$ cat src/rtl/multicycle_sequencer_pkg.sv
// Shared types and defaults for the LEGv8 multicycle sequencer.
// State codes are fixed because the debug state port exposes them.
package multicycle_sequencer_pkg;

    localparam int unsigned OPCODE_W        = 10;
    localparam int unsigned STATE_W         = 3;
    localparam int unsigned CNT_W_DEF       = 32;
    localparam int unsigned MEM_TIMEOUT_DEF = 16;
    localparam logic [OPCODE_W-1:0] HALT_OPCODE_DEF = 10'h3FF;

    // FAULT shares the HALT encoding and is told apart by the fault flag
    typedef enum logic [STATE_W-1:0] {
        S_IDLE      = 3'd0,
        S_FETCH     = 3'd1,
        S_DECODE    = 3'd2,
        S_EXECUTE   = 3'd3,
        S_MEM       = 3'd4,
        S_WRITEBACK = 3'd5,
        S_NEXT_PC   = 3'd6,
        S_HALT      = 3'd7
    } seq_state_e;

    typedef struct packed {
        logic mem_read;
        logic mem_write;
        logic branch;
        logic reg_write;
        logic zero;
    } dec_flags_t;

    typedef struct packed {
        logic ir_load;
        logic pc_write;
        logic pc_src;
        logic rf_write;
        logic wb_sel;
        logic dm_read;
        logic dm_write;
    } strobes_t;

    function automatic logic state_is_busy(input seq_state_e s);
        return !(s == S_IDLE || s == S_HALT);
    endfunction

endpackage

$ cat src/rtl/multicycle_sequencer_if.sv
// Controller/datapath-facing signal bundle of the multicycle sequencer.
// master = the side driving decode/handshake inputs, slave = the sequencer.
interface multicycle_sequencer_if #(
    parameter int unsigned CNT_W = multicycle_sequencer_pkg::CNT_W_DEF
);
    logic                                            start;
    logic                                            stop_req;
    logic [multicycle_sequencer_pkg::OPCODE_W-1:0]   opcode;
    logic                                            dec_mem_read;
    logic                                            dec_mem_write;
    logic                                            dec_branch;
    logic                                            dec_reg_write;
    logic                                            alu_zero;
    logic                                            dm_ready;

    logic                                            ir_load;
    logic                                            pc_write;
    logic                                            pc_src;
    logic                                            rf_write;
    logic                                            wb_sel;
    logic                                            dm_read;
    logic                                            dm_write;
    logic                                            busy;
    logic                                            halted;
    logic                                            fault;
    logic [multicycle_sequencer_pkg::STATE_W-1:0]    state;
    logic [CNT_W-1:0]                                cycle_count;
    logic [CNT_W-1:0]                                instr_count;

    modport master (
        output start, stop_req, opcode, dec_mem_read, dec_mem_write,
               dec_branch, dec_reg_write, alu_zero, dm_ready,
        input  ir_load, pc_write, pc_src, rf_write, wb_sel, dm_read, dm_write,
               busy, halted, fault, state, cycle_count, instr_count
    );

    modport slave (
        input  start, stop_req, opcode, dec_mem_read, dec_mem_write,
               dec_branch, dec_reg_write, alu_zero, dm_ready,
        output ir_load, pc_write, pc_src, rf_write, wb_sel, dm_read, dm_write,
               busy, halted, fault, state, cycle_count, instr_count
    );

endinterface

$ cat src/rtl/multicycle_sequencer_mem_wait_timer.sv
// Counts cycles spent waiting for data memory; o_expired_c flags the last
// allowed wait cycle so the FSM can fault on that edge unless dm_ready arrives.
module mem_wait_timer #(
    parameter int unsigned TIMEOUT = 16
) (
    input  logic i_clk,
    input  logic i_rst_n,
    input  logic i_clear,
    input  logic i_enable,
    output logic o_expired_c
);
    localparam int unsigned W = $clog2(TIMEOUT + 1);

    logic [W-1:0] r_count;

    always_ff @(posedge i_clk or negedge i_rst_n) begin
        if (!i_rst_n) begin
            r_count <= '0;
        end else if (i_clear) begin
            r_count <= '0;
        end else if (i_enable && !o_expired_c) begin
            r_count <= r_count + W'(1);
        end
    end

    assign o_expired_c = (r_count == W'(TIMEOUT - 1));

endmodule

$ cat src/rtl/multicycle_sequencer.sv
// Single-clock FETCH/DECODE/EXECUTE/MEM/WRITEBACK/NEXT_PC sequencer for the LEGv8
// datapath, with data-memory timeout, halt/fault states and retire/cycle counters.
module multicycle_sequencer
    import multicycle_sequencer_pkg::*;
#(
    parameter logic [OPCODE_W-1:0] HALT_OPCODE = HALT_OPCODE_DEF,
    parameter int unsigned         MEM_TIMEOUT = MEM_TIMEOUT_DEF,
    parameter int unsigned         CNT_W       = CNT_W_DEF
) (
    input  logic                   clk,
    input  logic                   reset,
    multicycle_sequencer_if.slave  bus
);

    seq_state_e       r_state;
    logic             r_fault;
    logic             r_busy;
    logic             r_halted;
    dec_flags_t       r_flags;
    strobes_t         r_strb;
    logic [CNT_W-1:0] r_cycle_count;
    logic [CNT_W-1:0] r_instr_count;

    seq_state_e       w_state_nxt;
    logic             w_fault_nxt;
    dec_flags_t       w_flags_nxt;
    strobes_t         w_strb_nxt;
    logic             w_busy_nxt;
    logic             w_halted_nxt;
    logic             w_instr_inc;
    logic             w_timer_clear;
    logic             w_timer_en;
    logic             w_timer_expired;

    assign w_timer_clear = (r_state != S_MEM);
    assign w_timer_en    = (r_state == S_MEM);

    mem_wait_timer #(
        .TIMEOUT (MEM_TIMEOUT)
    ) u_mem_wait_timer (
        .i_clk       (clk),
        .i_rst_n     (reset),
        .i_clear     (w_timer_clear),
        .i_enable    (w_timer_en),
        .o_expired_c (w_timer_expired)
    );

    // State, latched decode flags and output strobes all update together
    always_ff @(posedge clk or negedge reset) begin
        if (!reset) begin
            r_state  <= S_IDLE;
            r_fault  <= 1'b0;
            r_busy   <= 1'b0;
            r_halted <= 1'b0;
            r_flags  <= '0;
            r_strb   <= '0;
        end else begin
            r_state  <= w_state_nxt;
            r_fault  <= w_fault_nxt;
            r_busy   <= w_busy_nxt;
            r_halted <= w_halted_nxt;
            r_flags  <= w_flags_nxt;
            r_strb   <= w_strb_nxt;
        end
    end

    always_comb begin
        w_state_nxt  = r_state;
        w_fault_nxt  = r_fault;
        w_flags_nxt  = r_flags;
        w_instr_inc  = 1'b0;
        w_strb_nxt   = '0;
        w_busy_nxt   = 1'b0;
        w_halted_nxt = 1'b0;

        case (r_state)
            S_IDLE: begin
                if (bus.start) w_state_nxt = S_FETCH;
            end
            S_FETCH: begin
                w_state_nxt = S_DECODE;
            end
            S_DECODE: begin
                w_flags_nxt.mem_read  = bus.dec_mem_read;
                w_flags_nxt.mem_write = bus.dec_mem_write;
                w_flags_nxt.branch    = bus.dec_branch;
                w_flags_nxt.reg_write = bus.dec_reg_write;
                if (bus.opcode == HALT_OPCODE) begin
                    w_state_nxt = S_HALT;
                end else if (bus.dec_mem_read && bus.dec_mem_write) begin
                    w_state_nxt = S_HALT;
                    w_fault_nxt = 1'b1;
                end else begin
                    w_state_nxt = S_EXECUTE;
                end
            end
            S_EXECUTE: begin
                w_flags_nxt.zero = bus.alu_zero;
                if (r_flags.mem_read || r_flags.mem_write) w_state_nxt = S_MEM;
                else if (r_flags.reg_write)                w_state_nxt = S_WRITEBACK;
                else                                       w_state_nxt = S_NEXT_PC;
            end
            S_MEM: begin
                // dm_ready on the final allowed cycle still completes the access
                if (bus.dm_ready) begin
                    w_state_nxt = r_flags.mem_read ? S_WRITEBACK : S_NEXT_PC;
                end else if (w_timer_expired) begin
                    w_state_nxt = S_HALT;
                    w_fault_nxt = 1'b1;
                end
            end
            S_WRITEBACK: begin
                w_state_nxt = S_NEXT_PC;
            end
            S_NEXT_PC: begin
                w_instr_inc = 1'b1;
                w_state_nxt = bus.stop_req ? S_IDLE : S_FETCH;
            end
            S_HALT: begin
                w_state_nxt = S_HALT;
            end
            default: begin
                w_state_nxt = S_IDLE;
            end
        endcase

        // Moore outputs decoded from the upcoming state so they register with it
        case (w_state_nxt)
            S_FETCH:     w_strb_nxt.ir_load = 1'b1;
            S_MEM: begin
                w_strb_nxt.dm_read  = w_flags_nxt.mem_read;
                w_strb_nxt.dm_write = w_flags_nxt.mem_write;
            end
            S_WRITEBACK: begin
                w_strb_nxt.rf_write = 1'b1;
                w_strb_nxt.wb_sel   = w_flags_nxt.mem_read;
            end
            S_NEXT_PC: begin
                w_strb_nxt.pc_write = 1'b1;
                w_strb_nxt.pc_src   = w_flags_nxt.branch & w_flags_nxt.zero;
            end
            default: ;
        endcase

        w_busy_nxt   = state_is_busy(w_state_nxt);
        w_halted_nxt = (w_state_nxt == S_HALT) && !w_fault_nxt;
    end

    // Free-running counters; wrap naturally at 2^CNT_W
    always_ff @(posedge clk or negedge reset) begin
        if (!reset) begin
            r_cycle_count <= '0;
            r_instr_count <= '0;
        end else begin
            if (r_busy)      r_cycle_count <= r_cycle_count + CNT_W'(1);
            if (w_instr_inc) r_instr_count <= r_instr_count + CNT_W'(1);
        end
    end

    assign bus.ir_load     = r_strb.ir_load;
    assign bus.pc_write    = r_strb.pc_write;
    assign bus.pc_src      = r_strb.pc_src;
    assign bus.rf_write    = r_strb.rf_write;
    assign bus.wb_sel      = r_strb.wb_sel;
    assign bus.dm_read     = r_strb.dm_read;
    assign bus.dm_write    = r_strb.dm_write;
    assign bus.busy        = r_busy;
    assign bus.halted      = r_halted;
    assign bus.fault       = r_fault;
    assign bus.state       = r_state;
    assign bus.cycle_count = r_cycle_count;
    assign bus.instr_count = r_instr_count;

endmodule

$ cat src/flat_wrapper.sv
// flat-port wrapper written by rule: the top's interface ports become plain ports
module multicycle_sequencer_flat import multicycle_sequencer_pkg::*;
#(
    parameter logic [OPCODE_W-1:0] HALT_OPCODE = HALT_OPCODE_DEF,
    parameter int unsigned         MEM_TIMEOUT = MEM_TIMEOUT_DEF,
    parameter int unsigned         CNT_W       = CNT_W_DEF
)
  (clk, reset, bus_start, bus_stop_req, bus_opcode, bus_dec_mem_read, bus_dec_mem_write, bus_dec_branch, bus_dec_reg_write, bus_alu_zero, bus_dm_ready, bus_ir_load, bus_pc_write, bus_pc_src, bus_rf_write, bus_wb_sel, bus_dm_read, bus_dm_write, bus_busy, bus_halted, bus_fault, bus_state, bus_cycle_count, bus_instr_count);
  multicycle_sequencer_if #(.CNT_W(CNT_W)) bus_i ();
  input  logic clk;
  input  logic reset;
  input wire logic [$bits(bus_i.start)-1:0] bus_start;
  input wire logic [$bits(bus_i.stop_req)-1:0] bus_stop_req;
  input wire logic [$bits(bus_i.opcode)-1:0] bus_opcode;
  input wire logic [$bits(bus_i.dec_mem_read)-1:0] bus_dec_mem_read;
  input wire logic [$bits(bus_i.dec_mem_write)-1:0] bus_dec_mem_write;
  input wire logic [$bits(bus_i.dec_branch)-1:0] bus_dec_branch;
  input wire logic [$bits(bus_i.dec_reg_write)-1:0] bus_dec_reg_write;
  input wire logic [$bits(bus_i.alu_zero)-1:0] bus_alu_zero;
  input wire logic [$bits(bus_i.dm_ready)-1:0] bus_dm_ready;
  output wire logic [$bits(bus_i.ir_load)-1:0] bus_ir_load;
  output wire logic [$bits(bus_i.pc_write)-1:0] bus_pc_write;
  output wire logic [$bits(bus_i.pc_src)-1:0] bus_pc_src;
  output wire logic [$bits(bus_i.rf_write)-1:0] bus_rf_write;
  output wire logic [$bits(bus_i.wb_sel)-1:0] bus_wb_sel;
  output wire logic [$bits(bus_i.dm_read)-1:0] bus_dm_read;
  output wire logic [$bits(bus_i.dm_write)-1:0] bus_dm_write;
  output wire logic [$bits(bus_i.busy)-1:0] bus_busy;
  output wire logic [$bits(bus_i.halted)-1:0] bus_halted;
  output wire logic [$bits(bus_i.fault)-1:0] bus_fault;
  output wire logic [$bits(bus_i.state)-1:0] bus_state;
  output wire logic [$bits(bus_i.cycle_count)-1:0] bus_cycle_count;
  output wire logic [$bits(bus_i.instr_count)-1:0] bus_instr_count;
  assign bus_i.start = bus_start;
  assign bus_i.stop_req = bus_stop_req;
  assign bus_i.opcode = bus_opcode;
  assign bus_i.dec_mem_read = bus_dec_mem_read;
  assign bus_i.dec_mem_write = bus_dec_mem_write;
  assign bus_i.dec_branch = bus_dec_branch;
  assign bus_i.dec_reg_write = bus_dec_reg_write;
  assign bus_i.alu_zero = bus_alu_zero;
  assign bus_i.dm_ready = bus_dm_ready;
  assign bus_ir_load = bus_i.ir_load;
  assign bus_pc_write = bus_i.pc_write;
  assign bus_pc_src = bus_i.pc_src;
  assign bus_rf_write = bus_i.rf_write;
  assign bus_wb_sel = bus_i.wb_sel;
  assign bus_dm_read = bus_i.dm_read;
  assign bus_dm_write = bus_i.dm_write;
  assign bus_busy = bus_i.busy;
  assign bus_halted = bus_i.halted;
  assign bus_fault = bus_i.fault;
  assign bus_state = bus_i.state;
  assign bus_cycle_count = bus_i.cycle_count;
  assign bus_instr_count = bus_i.instr_count;
  multicycle_sequencer #(.HALT_OPCODE(HALT_OPCODE), .MEM_TIMEOUT(MEM_TIMEOUT), .CNT_W(CNT_W)) u_core (.clk(clk), .reset(reset), .bus(bus_i));
endmodule
$ cat config.mk
export PLATFORM = sky130hd
export DESIGN_NAME = multicycle_sequencer_flat
export DESIGN_NICKNAME = d
export VERILOG_FILES = /design/src/rtl/multicycle_sequencer_pkg.sv /design/src/rtl/multicycle_sequencer_if.sv /design/src/rtl/multicycle_sequencer_mem_wait_timer.sv /design/src/rtl/multicycle_sequencer.sv /design/src/flat_wrapper.sv
export SDC_FILE = /design/constraint.sdc
export NUM_CORES = 1
export LEC_CHECK = 0
export CAP_MARGIN = 20
export CORE_ASPECT_RATIO = 1.4
export CORE_MARGIN = 4
export CORE_UTILIZATION = 50
export DETAILED_ROUTE_END_ITERATION = 6
export GPL_ROUTABILITY_DRIVEN = 0
export PLACE_DENSITY = 0.84
export SYNTH_ARGS = -nofsm -noshare
export SYNTH_HDL_FRONTEND = slang
export SYNTH_SLANG_ARGS = --single-unit
$ cat constraint.sdc
create_clock -name clk -period 3.35 [get_ports clk]
set_input_delay 0.5025 -clock clk [delete_from_list [all_inputs] [get_ports clk]]
set_output_delay 0.5025 -clock clk [all_outputs]
set_load 0.005 [all_outputs]
==> impl_metrics.yaml, run 1 <==
yosys:
  syn_avg_cell_area_sq_um: 12.0
  list_of_most_frequent_post_synthesis_cells: "sky130_fd_sc_hd__dfrtp_1 (87), sky130_fd_sc_hd__xnor2_1 (54), sky130_fd_sc_hd__nand2_1 (35)"
  yosysTopAreaCell: "sky130_fd_sc_hd__dfrtp_1"
  synth-simple-area-share_pct: 22.0
  cell_with_the_most_instances_after_synthesis: "sky130_fd_sc_hd__dfrtp_1"
  portion_of_the_post_synthesis_area_used_by_sequential_elements_pct: 56.1
  yosysWarnings: 0
  synth_top_area_share_pct: 56.1
  post_synth_mux_area_share_pct: 2.52
  synth.top_cells.by_area: "sky130_fd_sc_hd__dfrtp_1 (56%), sky130_fd_sc_hd__xnor2_1 (12%), sky130_fd_sc_hd__nand2_1 (3.4%), sky130_fd_sc_hd__nand4_1 (2.6%), sky130_fd_sc_hd__xor2_1 (2.5%)"
  synth_xor_area_share_pct: 14.7
  syn_nets: 348
  synth_fa_ha_area_share_pct: 1.29
  synth.distinct_cells: 46
  synth-compound-area-share_pct: 2.26
  postSynth.asyncResetShare_pct: 100
  syn_inst: 324
  post_synthesis_register_bit_count: 87
  synth_top_family_by_area: "simple AND/OR/NAND/NOR gates"
  synth_top_flop_cell: "sky130_fd_sc_hd__dfrtp_1"
  count_of_flip_flops_with_a_built_in_enable_after_synthesis: 0
  post_synth_instance_area_sq_um: 3880
cts:
  root_driver: "sky130_fd_sc_hd__clkbuf_8"
  buffers_inserted_during_post_cts_setup_optimization: 0
  cts-buffers-inserted: 9
  holdBufCountCts: 0
  clock_buffer_depth: 2
  worstSkewPairLatency_ns: 0.35
  tritoncts: "yes"
  worst_path_clk_slew_ns: 0.08
  postCtsResizedCells: 0
  cts_sinks: 87
  cts_max_level: 3
worst_setup_path:
  cp.arrival_ns: 2.45
  setup.worst_path.class: "flip-flop to flip-flop"
  path_max_fanout: 9
  crit_path_end_kind: "flip-flop"
  setup_crit_start_kind: "flip-flop"
  worst_ep_required_time_ns: 3.65
layout:
  synthToLayoutAreaGrowth_pct: 33.8
  antennaDiodeCount: 0
  post_route_cells_drive_above_1_share_pct: 9.26
  post_layout_nonfiller_instances: 529
  area.sequential_sq_um: 2180
  fillcell_total: 568
  area_taken_by_multi_input_logic_gates_sq_um: 1660
  final_nets: 451
timing:
  grt_setup_unrepaired: "false"
  final.setup_skew_ns: 0.00900
  setup_tns_ns: 0
  setup_slack_ns: 1.20
  worst_slew_pin_slew_ns: 0.662
  finalWorstPathRequiredPeriod_ns: 2.15
  maxSlewViolCount: 0
  fmax_mhz: 465
  timing.final.setup_violations: 0
  final_critical_path_share_of_the_clock_period_pct: 64.2
  final_number_of_hold_violating_endpoints: 0
  slew_headroom_pct: 55.3
global_route:
  grt_first_pass_wirelength_um: 13800
  grt_start_max_net_pins: 88
  antenna_found_initial: 0
  grt.total_usage_pct: 19.1
  via_count_of_the_first_global_routing_pass: 2846
  globalRouteOverflowTotal: 0
die:
  initial_cell_density_of_the_core_pct: 52.0
  core_region_area_sq_um: 7450
  floorplan.die.height_um: 112
  io_pins: 97
  die-area_sq_um: 9250
  dieWidth_um: 82.4
  number_of_rows_created_at_floorplan: 37
placed_design:
  dp_slack_ns: 1.04
  place_inst: 512
  io_buffer_count: 96
  hpwl_um: 5950
route:
  drc_errors: 0
  postRouteWirelength_um: 8170
  first_pass_iters: 4
  wl_per_cell_um: 15.4
  antenna_left: 0
  drc_violation_total_after_the_first_tritonroute_iteration: 134
  viasPerCell: 5.29
  dr_total_vias: 2801
power_and_ir_drop:
  p_leak_nw: 2.20
  vdd_ir_drop_max_mv: 0.385
  power.density_cell_area_nw_per_um2: 583
  power_frac_seq_pct: 46.6
  post-layout-total-power_mw: 3.02
  p_sw_share_pct: 29.8
  total_switching_power_uw: 900
  intPower_mw: 2.12
  clockPowerShare_pct: 26.8
  part_of_the_power_in_combinational_logic_pct: 26.7
status:
  result_of_the_run: "finished, final reports clean"
min_path:
  min-delay-path-class: "input pin to asynchronous set/reset pin"
run:
  timing.max_cap.violations: 0
-- path summary, 6_finish.rpt --
check	depth (start not counted)	slack, ns	from	to
hold reg to reg	1	0.49	u_core.bus.cycle_count[26]$_DFFE_PN0P_	u_core.bus.cycle_count[26]$_DFFE_PN0P_
min in group clk	1	0.49	u_core.bus.cycle_count[26]$_DFFE_PN0P_	u_core.bus.cycle_count[26]$_DFFE_PN0P_
setup reg to reg	8	1.20	u_core.u_mem_wait_timer.r_count[0]$_DFFE_PN0P_	u_core.bus.pc_src$_DFF_PN0_
max in group asynchronous	2	2.74	reset	u_core.bus.ir_load$_DFF_PN0_
hold / removal	1	0.009	reset	u_core.bus.cycle_count[22]$_DFFE_PN0P_
setup / recovery	8	1.20	u_core.u_mem_wait_timer.r_count[0]$_DFFE_PN0P_	u_core.bus.pc_src$_DFF_PN0_
-- cells in the final DEF, fill, tap and decap left out, drive strengths merged, types with 2 or more instances in the layout --
| cell type | synthesis | routed |
|---|---|---|
| buf | 1 | 2 |
| clkbuf | 4 | 13 |
| nor2b | 4 | 4 |
| and4 | 7 | 7 |
| nor3 | 8 | 8 |
| bufinv | 0 | 2 |
| nor3b | 4 | 4 |
| xnor2 | 54 | 54 |
| nand4 | 17 | 17 |
| xor2 | 11 | 11 |
| o22ai | 2 | 2 |
| dfrtp | 87 | 87 |
| ha | 4 | 4 |
| and3 | 12 | 12 |
| nand3 | 21 | 21 |
| nand2b | 2 | 2 |
| mux2 | 6 | 6 |
| inv | 6 | 6 |
| nand2 | 35 | 35 |
| nor2 | 14 | 14 |
| mux2i | 3 | 3 |
| a21oi | 2 | 2 |
| and2 | 3 | 3 |
| nor4 | 3 | 3 |
| or4 | 2 | 2 |
| clkdlybuf4s50 | 0 | 95 |
-- power by group through the flow --
stage | Combinational (mW) | Clock, mW | Sequential (mW)
floorplan | 0.455 | 0 | 1.38
CTS | 0.811 | 0.829 | 1.41
finish | 0.806 | 0.809 | 1.41
global route | 0.889 | 0.876 | 1.44
detailed placement | 0.804 | 0 | 1.43
global placement | 0.790 | 0 | 1.42
-- per-stage QoR --
step	hold WS (ns)	utilization, %	cell area (sq um)
CTS	0.380	69.2	5160
global route	0.00497	69.6	5190
finish	0.00881	69.6	5190
detailed placement	0.479	66.2	4940
global placement	0.461	66.2	4940
floorplan	0.207	-	3880
-- logic make-up (layout without fill, tap and decap cells) --
logic type                 count (synthesis)  count (layout)
and+or+nand+nor                          138             138
DFF                                       87              87
xor gates and xnor gates                  65              65
buffers and inverters                     11             119
AOI/OAI and AO/OA                         10              10
muxes                                      9               9
adders and majority gates                  4               4
-- metal layers --
metal / vias to the layer above / track usage [%] / wire [um]
li1: 1336 / - / -
met3: 19 / 6.26 / 634
met4: 0 / 7.65 / 215
met2: 96 / 30.6 / 4040
met1: 1350 / 23.4 / 3280
met5: - / 0 / 0
-- worst max-delay path, stage by stage, from the launching register on --
cell and delay, ns:
sky130_fd_sc_hd__dfrtp_1 0.41, sky130_fd_sc_hd__ha_1 0.22, sky130_fd_sc_hd__and3_1 0.18, sky130_fd_sc_hd__ha_1 0.31, sky130_fd_sc_hd__mux2i_1 0.23, sky130_fd_sc_hd__o22ai_2 0.10
sky130_fd_sc_hd__o21ai_2 0.28, sky130_fd_sc_hd__and3_1 0.22, sky130_fd_sc_hd__and3_1 0.15
-- registers in the layout, summed over array words and instances, names as in the netlist, 3 cells and up --
register,count
u_core.bus.cycle_count,32
u_core.bus.instr_count,32
u_core.u_mem_wait_timer.r_count,5
u_core.bus.state,3
u_core.r_flags,5
-- cell type report --
cell class              count  share of cell area (%)
clock buffers              13                    3.06
multi-input cells         226                    32.0
clock inverters             3                    1.25
inverters                   6                   0.434
repair buffers             97                    19.0
well taps                  97                    2.34
flip-flops and latches     87                    42.0
Note: power is estimated with default switching activity, not from simulation.
==> run 2: changes to the inputs <==
--- a/config.mk
+++ b/config.mk
@@ -8,10 +8,10 @@
 export CAP_MARGIN = 20
 export CORE_ASPECT_RATIO = 1.4
 export CORE_MARGIN = 4
-export CORE_UTILIZATION = 50
+export CORE_UTILIZATION = 44
 export DETAILED_ROUTE_END_ITERATION = 6
 export GPL_ROUTABILITY_DRIVEN = 0
-export PLACE_DENSITY = 0.84
+export PLACE_DENSITY = 0.79
 export SYNTH_ARGS = -nofsm -noshare
 export SYNTH_HDL_FRONTEND = slang
 export SYNTH_SLANG_ARGS = --single-unit
==> constraint.sdc (replaced) <==
create_clock -name clk -period 1.82 [get_ports clk]
set_input_delay 0.273 -clock clk [delete_from_list [all_inputs] [get_ports clk]]
set_output_delay 0.273 -clock clk [all_outputs]
set_load 0.005 [all_outputs]
==> impl_metrics.yaml, run 2 (synthesized netlist as in run 1, its figures left out) <==
timing:
  final_number_of_hold_violating_endpoints: 0
  finalWorstPathRequiredPeriod_ns: 1.79
  setup_tns_ns: 0
  slew_headroom_pct: 68.9
  grt_setup_unrepaired: "true"
  timing.final.setup_violations: 0
  maxSlewViolCount: 0
  final_critical_path_share_of_the_clock_period_pct: 98.4
  final.setup_skew_ns: 0.00468
  fmax_mhz: 558
  worst_slew_pin_slew_ns: 0.461
worst_setup_path:
  cp.arrival_ns: 2.06
  worst-r2r-setup-slack_ns: 0.03
  worst_ep_required_time_ns: 2.09
  setup.worst_path.class: "flip-flop to flip-flop"
  path_max_fanout: 6
  crit_path_end_kind: "flip-flop"
  setup_crit_start_kind: "flip-flop"
layout:
  post_route_cells_drive_above_1_share_pct: 17.6
  final_cell_mix: "sky130_fd_sc_hd__clkdlybuf4s50_1 (95), sky130_fd_sc_hd__dfrtp_1 (87), sky130_fd_sc_hd__xnor2_1 (54), sky130_fd_sc_hd__buf_4 (36), sky130_fd_sc_hd__nand2_1 (35)"
  fillcell_total: 668
  finalInstanceArea_sq_um: 5560
  post_layout_nonfiller_instances: 571
  antennaDiodeCount: 0
  final_nets: 487
  layout_commonest_cell: "sky130_fd_sc_hd__clkdlybuf4s50_1"
  synthToLayoutAreaGrowth_pct: 43.3
  post-route-util_pct: 64.5
cts:
  cts_max_level: 3
  clock_buffer_depth: 2
  worstSkewPairLatency_ns: 0.33
  root_driver: "sky130_fd_sc_hd__clkbuf_16"
  worst_path_clk_slew_ns: 0.06
  cts-buffers-inserted: 9
  tritoncts: "yes"
  cts_sinks: 87
route:
  drc_errors: 0
  wl_per_cell_um: 15.3
  dr_total_vias: 2941
  first_pass_iters: 4
  postRouteWirelength_um: 8760
  drc_violation_total_after_the_first_tritonroute_iteration: 74
  viasPerCell: 5.15
  antenna_left: 0
power_and_ir_drop:
  power.density_cell_area_nw_per_um2: 1090
  p_leak_nw: 2.41
  vdd_ir_drop_max_mv: 0.918
die:
  core_region_area_sq_um: 8610
  dieWidth_um: 87.3
  initial_cell_density_of_the_core_pct: 45.0
  io_pins: 97
  floorplan.die.height_um: 119
  die-area_sq_um: 10400
  number_of_rows_created_at_floorplan: 40
global_route:
  grt_start_max_net_pins: 38
  globalRouteOverflowTotal: 0
  via_count_of_the_first_global_routing_pass: 3083
  antenna_found_initial: 0
  grt.total_usage_pct: 18.1
  grt_first_pass_wirelength_um: 14700
placed_design:
  place_inst: 553
  io_buffer_count: 96
  hpwl_um: 6550
  placement.cell_area_sq_um: 5230
run:
  timing.max_cap.violations: 0
min_path:
  min-delay-path-class: "input pin to asynchronous set/reset pin"
status:
  result_of_the_run: "finished, final reports clean"
==> run 2: stage by stage <==
step                hold slack, ns  setup slack, ns  total power, mW
global placement             0.271          -0.0517             4.33
floorplan                  -0.0226           0.0275             3.39
global route                 0.499          -0.0357             6.40
CTS                          0.459         -0.00656             6.09
detailed placement           0.270           -0.173             4.38
finish                       0.444           0.0283             6.06
==> run 2: final cells by class <==
cell class	count	area, sq um	area share [%]
clock buffers	10	229	4.12
clock inverters	4	25.0	0.450
inverters	6	22.5	0.405
multi-input cells	226	1720	31.0
flip-flops and latches	87	2180	39.2
well taps	105	131	2.36
repair buffers	133	1250	22.5
==> run 2: repair_timing <==
action,in CTS,in global routing
buffers inserted,1,2
hold buffers,1,0
pin swaps,4,3
resized for setup,3,4
gates cloned,0,0
endpoints found under the setup margin,5,14
hold endpoints to repair,35,0
==> run 2: final timing paths <==
kind | startpoint | end | depth (start not counted)
setup / recovery | u_core.u_mem_wait_timer.r_count[1]$_DFFE_PN0P_ | u_core.bus.pc_src$_DFF_PN0_ | 8
hold / removal | reset | u_core.bus.cycle_count[19]$_DFFE_PN0P_ | 2
setup reg to reg | u_core.u_mem_wait_timer.r_count[1]$_DFFE_PN0P_ | u_core.bus.pc_src$_DFF_PN0_ | 8
hold reg to reg | u_core.bus.cycle_count[31]$_DFFE_PN0P_ | u_core.bus.cycle_count[31]$_DFFE_PN0P_ | 1
max in group asynchronous | reset | u_core.bus.instr_count[3]$_DFFE_PN0N_ | 3
min in group clk | u_core.bus.cycle_count[31]$_DFFE_PN0P_ | u_core.bus.cycle_count[31]$_DFFE_PN0P_ | 1
==> run 2: critical path, stage by stage, from the launching register on <==
cell                      delay (ns)
sky130_fd_sc_hd__dfrtp_1        0.38
sky130_fd_sc_hd__ha_2           0.19
sky130_fd_sc_hd__and3_4         0.15
sky130_fd_sc_hd__ha_4           0.16
sky130_fd_sc_hd__mux2i_1        0.17
sky130_fd_sc_hd__o22ai_2        0.12
sky130_fd_sc_hd__o21ai_4        0.22
sky130_fd_sc_hd__and3_4         0.22
sky130_fd_sc_hd__and3_1         0.13
==> run 2: power breakdown <==
| part | total [mW] | internal (mW) | switching (mW) |
|---|---|---|---|
| Sequential | 2.52 | 2.23 | 0.290 |
| Combinational | 1.93 | 1.10 | 0.832 |
| Clock | 1.61 | 0.903 | 0.705 |
==> run 2: routing by layer <==
layer	up-vias	track usage, %	routed length, um
li1	1409	-	-
met1	1423	21.2	3480
met2	93	30.0	4410
met3	16	5.88	642
met4	0	7.77	221
met5	-	0	0
==> run 3: changes to the inputs <==
--- a/config.mk
+++ b/config.mk
@@ -12,6 +12,8 @@
 export DETAILED_ROUTE_END_ITERATION = 6
 export GPL_ROUTABILITY_DRIVEN = 0
 export PLACE_DENSITY = 0.79
+export RECOVER_POWER = 50
 export SYNTH_ARGS = -nofsm -noshare
 export SYNTH_HDL_FRONTEND = slang
+export SYNTH_HIERARCHICAL = 1
 export SYNTH_SLANG_ARGS = --single-unit
==> impl_metrics.yaml, run 3 <==
worst_setup_path:
  cp.arrival_ns: 2.23
  worst_ep_required_time_ns: 2.05
  setup_crit_start_kind: "flip-flop"
  path_max_fanout: 2
  setup.worst_path.class: "flip-flop to flip-flop"
  crit_path_end_kind: "flip-flop"
yosys:
  syn_avg_cell_area_sq_um: 11.6
  synth-simple-area-share_pct: 21.9
  postSynth.asyncResetShare_pct: 100
  syn_inst: 334
  synth_top_area_share_pct: 56.0
  synth_fa_ha_area_share_pct: 1.29
  synth_xor_area_share_pct: 14.4
  syn_nets: 358
  synth.top_cells.by_area: "sky130_fd_sc_hd__dfrtp_1 (56%), sky130_fd_sc_hd__xnor2_1 (11%), sky130_fd_sc_hd__xor2_1 (3.6%), sky130_fd_sc_hd__nand2_1 (3.5%), sky130_fd_sc_hd__nand4_1 (3.1%)"
  list_of_most_frequent_post_synthesis_cells: "sky130_fd_sc_hd__dfrtp_1 (87), sky130_fd_sc_hd__xnor2_1 (48), sky130_fd_sc_hd__nand2_1 (36)"
  synth-compound-area-share_pct: 2.74
  cell_with_the_most_instances_after_synthesis: "sky130_fd_sc_hd__dfrtp_1"
  synth_top_family_by_area: "simple AND/OR/NAND/NOR gates"
  yosysWarnings: 6
  post_synthesis_register_bit_count: 87
  post_synth_instance_area_sq_um: 3890
  portion_of_the_post_synthesis_area_used_by_sequential_elements_pct: 56.0
  synth.distinct_cells: 49
  post_synth_mux_area_share_pct: 2.29
  count_of_flip_flops_with_a_built_in_enable_after_synthesis: 0
  yosysTopAreaCell: "sky130_fd_sc_hd__dfrtp_1"
  synth_top_flop_cell: "sky130_fd_sc_hd__dfrtp_1"
placed_design:
  hpwl_um: 6660
  dp_slack_ns: -0.229
  io_buffer_count: 96
layout:
  post_route_cells_drive_above_1_share_pct: 17.8
  final_nets: 507
  antennaDiodeCount: 0
  fillcell_total: 668
  final_cell_mix: "sky130_fd_sc_hd__dfrtp_1 (85), sky130_fd_sc_hd__clkdlybuf4s50_1 (84), sky130_fd_sc_hd__xnor2_1 (48), sky130_fd_sc_hd__buf_4 (38), sky130_fd_sc_hd__nand2_1 (35)"
  synthToLayoutAreaGrowth_pct: 45.1
  layout_commonest_cell: "sky130_fd_sc_hd__dfrtp_1"
route:
  antenna_left: 0
  drc_violation_total_after_the_first_tritonroute_iteration: 82
  dr_total_vias: 3069
  first_pass_iters: 4
  wl_per_cell_um: 15.2
  drc_errors: 0
  postRouteWirelength_um: 9020
  viasPerCell: 5.18
timing:
  fmax_mhz: 498
  maxSlewViolCount: 0
  grt_setup_unrepaired: "true"
  final_number_of_hold_violating_endpoints: 0
  timing.final.setup_violations: 4
  slew_headroom_pct: 45.7
  setup_tns_ns: -0.447
  final_critical_path_share_of_the_clock_period_pct: 110
  final.setup_skew_ns: 0.00822
  fin_hold_ws_ns: 0.470
  setup_slack_ns: -0.187
  finalWorstPathRequiredPeriod_ns: 2.01
  worst_slew_pin_slew_ns: 0.814
die:
  floorplan.die.height_um: 119
  dieWidth_um: 87.4
  core_region_area_sq_um: 8610
  number_of_rows_created_at_floorplan: 40
  die-area_sq_um: 10400
  initial_cell_density_of_the_core_pct: 45.2
  io_pins: 97
status:
  result_of_the_run: "complete, but fails checks"
  failed_checks: "negative setup slack"
cts:
  root_driver: "sky130_fd_sc_hd__clkbuf_16"
  cts_sinks: 87
  worst_path_clk_slew_ns: 0.06
  cts_max_level: 3
  worstSkewPairLatency_ns: 0.33
  tritoncts: "yes"
  cts-buffers-inserted: 9
  clock_buffer_depth: 2
power_and_ir_drop:
  power.density_cell_area_nw_per_um2: 1130
  vdd_ir_drop_max_mv: 0.917
  p_leak_nw: 2.53
  post-layout-total-power_mw: 6.39
global_route:
  grt_start_max_net_pins: 45
  via_count_of_the_first_global_routing_pass: 3141
  globalRouteOverflowTotal: 0
  grt_first_pass_wirelength_um: 14900
  antenna_found_initial: 0
  grt.total_usage_pct: 18.1
run:
  timing.max_cap.violations: 0
min_path:
  min-delay-path-class: "flip-flop to flip-flop"
run 3: cell types whose count changed in the layout (fill, tap and decap cells not counted), sizes merged, moves of 3 or more:
cell	delta
nand3	-3
clkbuf	+10
clkdlybuf4s50	-11
dlygate4sd3	+11
xnor2	-6
and3	+5
nand3b	+3
nor2	+6
xor2	+5
run 3: per-layer routing:
layer / vias to the layer above / wire, um / track usage [%]
met5: - / 0 / 0
met2: 99 / 4390 / 28.8
li1: 1453 / - / -
met1: 1488 / 3650 / 21.8
met4: 0 / 357 / 9.02
met3: 29 / 617 / 5.81
run 3: cell families after synthesis:
family,Yosys count
flip-flops,87
XOR/XNOR,64
adder cells (fa/ha/maj),4
AO/OA/AOI/OAI,11
buffers and inverters,11
AND/OR/NAND/NOR,149
multiplexers,8
run 3: where the power goes:
part           switching, mW  internal, mW  leakage, nW
Combinational          0.939          1.19         1.23
Sequential             0.290          2.23         1.17
Clock                  0.740          1.00        0.135
run 3: worst paths after layout:
kind                       depth (start not counted)                                      to                                            from  slack [ns]
max                                                8               u_core/bus.busy$_DFF_PN0_  u_core/u_mem_wait_timer/r_count[0]$_DFFE_PN0P_       -0.19
min                                                1  u_core/bus.cycle_count[31]$_DFFE_PN0P_          u_core/bus.cycle_count[31]$_DFFE_PN0P_        0.47
max reg2reg                                        8               u_core/bus.busy$_DFF_PN0_  u_core/u_mem_wait_timer/r_count[0]$_DFFE_PN0P_       -0.19
min reg2reg                                        1  u_core/bus.cycle_count[31]$_DFFE_PN0P_          u_core/bus.cycle_count[31]$_DFFE_PN0P_        0.47
max in group asynchronous                          3           u_core/bus.state[2]$_DFF_PN0_                                           reset        0.36
min in group asynchronous                          2   u_core/bus.instr_count[8]$_DFFE_PN0N_                                           reset        0.57
run 3: area by class of cell:
type,instances,area [sq um],area share (%)
repair buffers,143,1290,22.9
clock buffers,12,256,4.55
multi-input cells,236,1730,30.7
clock inverters,4,28.8,0.510
well taps,105,131,2.33
inverters,6,22.5,0.399
flip-flops and latches,87,2180,38.7
run 3: stage by stage:
step | cell area (sq um) | utilization (%) | std cells
floorplan | 3910 | - | 334
global placement | 5240 | 60.9 | 565
detailed placement | 5240 | 60.9 | 565
CTS | 5610 | 65.2 | 586
global route | 5640 | 65.5 | 593
finish | 5640 | 65.5 | 593
run 3: repair_timing:
item,in CTS,in global routing
gates resized for setup,13,4
pin swaps,4,2
endpoints found under the hold margin,31,0
hold buffers,1,0
endpoints found under the setup margin,6,11
buffers inserted,4,8
run 3: worst max-delay path: stages, from the launching register on:
cell	delay [ns]
sky130_fd_sc_hd__dfrtp_1	0.38
sky130_fd_sc_hd__ha_2	0.19
sky130_fd_sc_hd__and3_4	0.17
sky130_fd_sc_hd__ha_4	0.15
sky130_fd_sc_hd__nor4b_4	0.12
sky130_fd_sc_hd__a31o_2	0.23
sky130_fd_sc_hd__o31ai_4	0.18
sky130_fd_sc_hd__or3b_1	0.36
sky130_fd_sc_hd__o21a_1	0.11
